## src/rtl/hazard_scoreboard.sv

```systemverilog
// Purpose : per-register RAW/WAW hazard scoreboard for an in-order issue stage; each
//           register carries a down-counter of cycles until its result is forwardable.
// Latency : stall/busy/pending_count are combinational from current counters; counter
//           updates and stall_cycles land on the next rising clk edge.
// Backpr. : stall tells decode to hold the presented instruction; nothing is accepted
//           while stall or flush is high.
// Ports   : clk/rst_n (async active-low); src_a/src_b addr+used, issue_* describe the
//           instruction in decode; flush drops all tracking; outputs stall, busy[NREG],
//           pending_count (popcount of busy), stall_cycles (saturating 16-bit).
module hazard_scoreboard #(
    parameter int NREG    = 32,
    parameter int AW      = 5,
    parameter int LW      = 3,
    parameter int MAX_LAT = 4
) (
    input  logic            clk,
    input  logic            rst_n,
    input  logic [AW-1:0]   src_a_addr,
    input  logic            src_a_used,
    input  logic [AW-1:0]   src_b_addr,
    input  logic            src_b_used,
    input  logic            issue_valid,
    input  logic            issue_we,
    input  logic [AW-1:0]   issue_waddr,
    input  logic [LW-1:0]   issue_lat,
    input  logic            flush,
    output logic            stall,
    output logic [NREG-1:0] busy,
    output logic [AW:0]     pending_count,
    output logic [15:0]     stall_cycles
);

    localparam logic [LW-1:0] MAX_L = LW'(MAX_LAT);

    logic [LW-1:0] cnt [NREG];

    logic [LW-1:0] eff_lat;
    logic [LW-1:0] cnt_a;
    logic [LW-1:0] cnt_b;
    logic [LW-1:0] cnt_w;
    logic          raw_a;
    logic          raw_b;
    logic          waw;
    logic          accept;

    // Counter lookup; register 0 and addresses beyond NREG always read as idle.
    function automatic logic [LW-1:0] cnt_of(input logic [AW-1:0] addr);
        logic [LW-1:0] val;
        val = '0;
        for (int r = 1; r < NREG; r++) begin
            if (addr == AW'(r)) val = cnt[r];
        end
        return val;
    endfunction

    always_comb begin
        eff_lat = (issue_lat > MAX_L) ? MAX_L : issue_lat;
        cnt_a   = cnt_of(src_a_addr);
        cnt_b   = cnt_of(src_b_addr);
        cnt_w   = cnt_of(issue_waddr);
        raw_a   = src_a_used & (src_a_addr != '0) & (cnt_a != '0);
        raw_b   = src_b_used & (src_b_addr != '0) & (cnt_b != '0);
        // A younger write may issue once the older result lands no later than ours.
        waw     = issue_we & (issue_waddr != '0) & (cnt_w > eff_lat);
        // Flush does not mask stall: decode still sees the hazard this cycle.
        stall   = issue_valid & (raw_a | raw_b | waw);
        accept  = issue_valid & ~stall & ~flush;
    end

    always_ff @(posedge clk or negedge rst_n) begin
        if (!rst_n) begin
            for (int r = 0; r < NREG; r++) cnt[r] <= '0;
        end else begin
            for (int r = 0; r < NREG; r++) begin
                if (r == 0 || flush) begin
                    cnt[r] <= '0;
                end else if (accept && issue_we && issue_waddr == AW'(r)) begin
                    cnt[r] <= eff_lat;
                end else if (cnt[r] != '0) begin
                    cnt[r] <= cnt[r] - 1'b1;
                end
            end
        end
    end

    always_comb begin
        pending_count = '0;
        for (int r = 0; r < NREG; r++) begin
            busy[r]       = (cnt[r] != '0);
            pending_count = pending_count + (AW+1)'(busy[r]);
        end
    end

    always_ff @(posedge clk or negedge rst_n) begin
        if (!rst_n) begin
            stall_cycles <= '0;
        end else if (issue_valid && stall && stall_cycles != 16'hFFFF) begin
            stall_cycles <= stall_cycles + 16'd1;
        end
    end

endmodule

```

## config.mk

```make
export PLATFORM = sky130hd
export DESIGN_NAME = hazard_scoreboard
export DESIGN_NICKNAME = d
export VERILOG_FILES = /design/src/rtl/hazard_scoreboard.sv
export SDC_FILE = /design/constraint.sdc
export NUM_CORES = 1
export LEC_CHECK = 0
export ABC_AREA = 1
export BUFFER_PORTS_ARGS = -buffer_cell sky130_fd_sc_hd__buf_4
export CAP_MARGIN = 20
export CORE_ASPECT_RATIO = 0.8
export CORE_UTILIZATION = 38
export DETAILED_ROUTE_END_ITERATION = 10
export PLACE_DENSITY = 0.54
export RECOVER_POWER = 100
export SKIP_CTS_REPAIR_TIMING = 1
export SYNTH_ARGS = -nofsm -noshare
export SYNTH_HDL_FRONTEND = slang
export SYNTH_SLANG_ARGS = --single-unit
```

## constraint.sdc

```tcl
create_clock -name clk -period 5.4 [get_ports clk]
set_input_delay 0.54 -clock clk [delete_from_list [all_inputs] [get_ports clk]]
set_output_delay 0.54 -clock clk [all_outputs]
set_load 0.02 [all_outputs]
```

==> impl_metrics.ini <==
[floorplan]
die_h_um = 158
initial_utilization_pct = 39.2
dieArea_mm2 = 0.0312
row_count = 56
core-area_mm2 = 0.0296
die_w_um = 197
ios = 80

[timing]
fin_crit_sh_pct = 115
worstMarginPinSlew_ps = 3320
min_period_ps = 6210
hold_viol = 0
setup_viol = 6
fmax_mhz = 161
layout_setup_ws_ps = -812
maxSlewViolCount = 56
fin_worst_skew_ps = 15.1
maxSlewHeadroom_pct = -121
rsz0062_at_grt = true

[yosys]
syn_nets = 1917
syn_area_mm2 = 0.0116
avgSynthCellArea_um2 = 6.46
synth_edf_count = 0
yosysSeqAreaShare_pct = 23.5
synthFlopType = dfrtp_1
synth.area.top_cells = dfrtp_1 24%, nand2_1 15%, nor2_1 9.3%, ha_1 7.9%, inv_1 7.9%
ys_types = 46
yosys_warnings = 0
yosysTopAreaCellShare_pct = 23.5
syn_inst = 1796
yosysTopAreaCell = dfrtp_1
synth-seq-cells = 109
async_flop_share_pct = 100

[routing]
wl_per_cell_um = 17.4
dr.pass1.iters = 6
totalWireLength_um = 42700
ant_nets = 0
viasPerCell = 5.04
drc_errors = 0
vias = 12364
drt_iter0_drc = 1140

[grt]
grt_overflow = 0
globalRouteMet2Util_pct = 42.5
grt_use_total_pct = 28.2
grt_use_met3_pct = 4.38
busiest_layer = met2
antenna_found_initial = 0
grt_max_degree = 56
grt_util_met1_pct = 42.1
grt_first_pass_wirelength_um = 66200
grt_pass1_vias = 11490

[final_layout]
nNetsFinal = 2166
insertedDiodeCount = 0
fillCellCount = 3030
postLayoutCoreUtil_pct = 49.4
area_growth_pct = 26.1
layout-drive-gt1-share_pct = 22.5

[clocking]
cts.clk_slew.worst_paths_ps = 80
ctsLongestPathBuffers = 2
numCtsBuffers = 9
numClockSinks = 109
cts_root_buffer = clkbuf_16
clkLatencyLatePin_ps = 400
h-tree-depth = 3
cts_tree = built

[outcome]
outcome = complete, but fails checks
violations = capacitance limit, slew limit, setup timing

[setup_path]
crit_path_max_incr_delay_ps = 590
rr_endpoint = cnt[58]$_DFFE_PN0P_
critPathLaunchType = flop
worst-setup-path-type = flop to output pin
rr_startpoint = cnt[87]$_DFFE_PN0P_
cpMostUsedCell = fa_1
critPathSlowestCell = fa_1
critPathMaxFanout = 2
cp_cell_sequence = inv_2, ha_4, ha_4, inv_6, fa_1, inv_2, fa_1, inv_1, fa_1, fa_1, fa_1, fa_1, fa_2, fa_2, a21oi_2, nor2_1, nor2_2, xnor2_2, buf_4
rrSetupSlack_ps = 410
crit_end = pending_count[4]
crit_start = cnt[46]$_DFFE_PN0P_
reg2reg_depth = 33
cp-end-kind = output pin
crit_arrival_ps = 5670
crit_required_ps = 4860

[place]
hpwl_um = 34100
port_buffers = 78
routabilityCongestion = 0.951

[job]
maxCapViolations = 2

[min_path]
worstHoldPathType = flop to flop
-- state kept, by name (all words and copies together), names as in the netlist --
signal / flops
cnt: 93
stall_cycles: 16
-- synth_stat cells, types with 2 or more instances --
| library cell | number |
|---|---|
| nor2_4 | 32 |
| xor2_1 | 36 |
| a21oi_1 | 27 |
| o21bai_1 | 3 |
| nor2_8 | 20 |
| ha_1 | 73 |
| nor2_1 | 288 |
| nand2_1 | 478 |
| fa_1 | 23 |
| buf_8 | 2 |
| o2111ai_1 | 6 |
| buf_2 | 13 |
| o21ai_0 | 65 |
| buf_1 | 7 |
| nand3_1 | 110 |
| a31oi_1 | 2 |
| o21a_1 | 2 |
| dfrtp_1 | 109 |
| o22ai_1 | 4 |
| nor3_1 | 93 |
| xnor2_1 | 2 |
| nor4_1 | 2 |
| clkbuf_1 | 19 |
| nor2_2 | 31 |
| inv_1 | 243 |
| inv_2 | 37 |
| nand4_1 | 50 |
-- per-layer routing --
| metal | share of wire (%) | vias up | routed length, um |
|---|---|---|---|
| met1 | 50 | 5817 | 21300 |
| li1 | - | 6148 | - |
| met4 | 1.6 | 0 | 675 |
| met3 | 6.0 | 41 | 2550 |
| met5 | 0 | - | 0 |
| met2 | 42 | 358 | 18100 |
-- stage by stage --
step / cell area, um^2 / cells / TNS (ps) / hold slack (ps) / setup slack [ps]
2_1_floorplan: 11700 / 1796 / -301 / 244 / -203
3_3_place_gp: 14300 / 2434 / -16990 / 497 / -471
3_5_place_dp: 14300 / 2434 / -13760 / 503 / -498
4_1_cts: 14500 / 2449 / -4040 / 256 / -972
5_1_grt: 14600 / 2455 / -4510 / 537 / -961
6_report: 14600 / 2455 / -3340 / 517 / -812
-- cells by family (layout without fill, tap and decap cells) --
| family | after synthesis | in the layout | share of synthesized area, % |
|---|---|---|---|
| flops | 109 | 109 | 23.5 |
| other cells | 1 | 1 | 0.0323 |
| fa+ha+maj | 96 | 96 | 11.8 |
| buf+inv | 324 | 577 | 10.9 |
| xor+xnor | 38 | 38 | 2.87 |
| simple gates | 1110 | 1110 | 45.2 |
| compound gates | 118 | 118 | 5.69 |
-- worst min-delay path by stage --
stage                   startpoint             endpoint  slack, ps  depth (start not counted)
4_1_cts                      rst_n  cnt[48]$_DFFE_PN0P_        260                          1
3_3_place_gp   cnt[69]$_DFFE_PN0P_  cnt[69]$_DFFE_PN0P_        500                          2
5_1_grt        cnt[69]$_DFFE_PN0P_  cnt[69]$_DFFE_PN0P_        540                          2
6_report       cnt[21]$_DFFE_PN0P_  cnt[21]$_DFFE_PN0P_        520                          2
3_5_place_dp   cnt[34]$_DFFE_PN0P_  cnt[34]$_DFFE_PN0P_        500                          2
2_1_floorplan                rst_n   cnt[0]$_DFFE_PN0P_        240                          0
-- critical path, delay by kind of cell (launching register included) --
kind,cells,cell delay (ps)
flip-flops,1,390
AND/OR/NAND/NOR,2,170
XOR/XNOR,1,130
buffers and inverters,5,410
AO/OA/AOI/OAI,1,130
adder cells (fa/ha/maj),10,4030
-- layout make-up --
type | instances | area, um^2 | share of cell area (%)
flip-flops and latches | 109 | 2730 | 18.6
repair buffers | 281 | 2190 | 14.9
clock inverters | 5 | 50.0 | 0.342
well taps | 406 | 508 | 3.47
multi-input cells | 1363 | 7880 | 53.8
clock buffers | 10 | 229 | 1.56
inverters | 281 | 1060 | 7.24
-- placed cells by master, fill, tap and decap left out, types with 3 or more instances in the layout --
| cell type | Yosys | layout |
|---|---|---|
| dfrtp_1 | 109 | 109 |
| ha_1 | 73 | 68 |
| inv_2 | 37 | 48 |
| nor2_1 | 288 | 281 |
| nand4_1 | 50 | 50 |
| nand3_2 | 0 | 3 |
| inv_1 | 243 | 231 |
| o21ai_0 | 65 | 61 |
| o2111ai_1 | 6 | 5 |
| clkbuf_1 | 19 | 18 |
| fa_1 | 23 | 19 |
| clkbuf_16 | 0 | 9 |
| nand2_4 | 1 | 7 |
| ha_4 | 0 | 4 |
| o22ai_1 | 4 | 3 |
| nor3_1 | 93 | 90 |
| buf_12 | 0 | 11 |
| clkinv_4 | 0 | 3 |
| xor2_1 | 36 | 36 |
| nor2_8 | 20 | 20 |
| a21oi_1 | 27 | 24 |
| o21bai_1 | 3 | 3 |
| nand2_1 | 478 | 465 |
| a21oi_2 | 0 | 3 |
| buf_4 | 1 | 250 |
| nor2_2 | 31 | 36 |
| fa_2 | 0 | 4 |
| o21ai_1 | 1 | 4 |
| nand2_2 | 1 | 8 |
| nand3_1 | 110 | 107 |
| nor2_4 | 32 | 34 |
| nor3_2 | 0 | 3 |
Power is not shown: default switching activity piles up to over one toggle a cycle in this logic, so the estimate is an artifact.
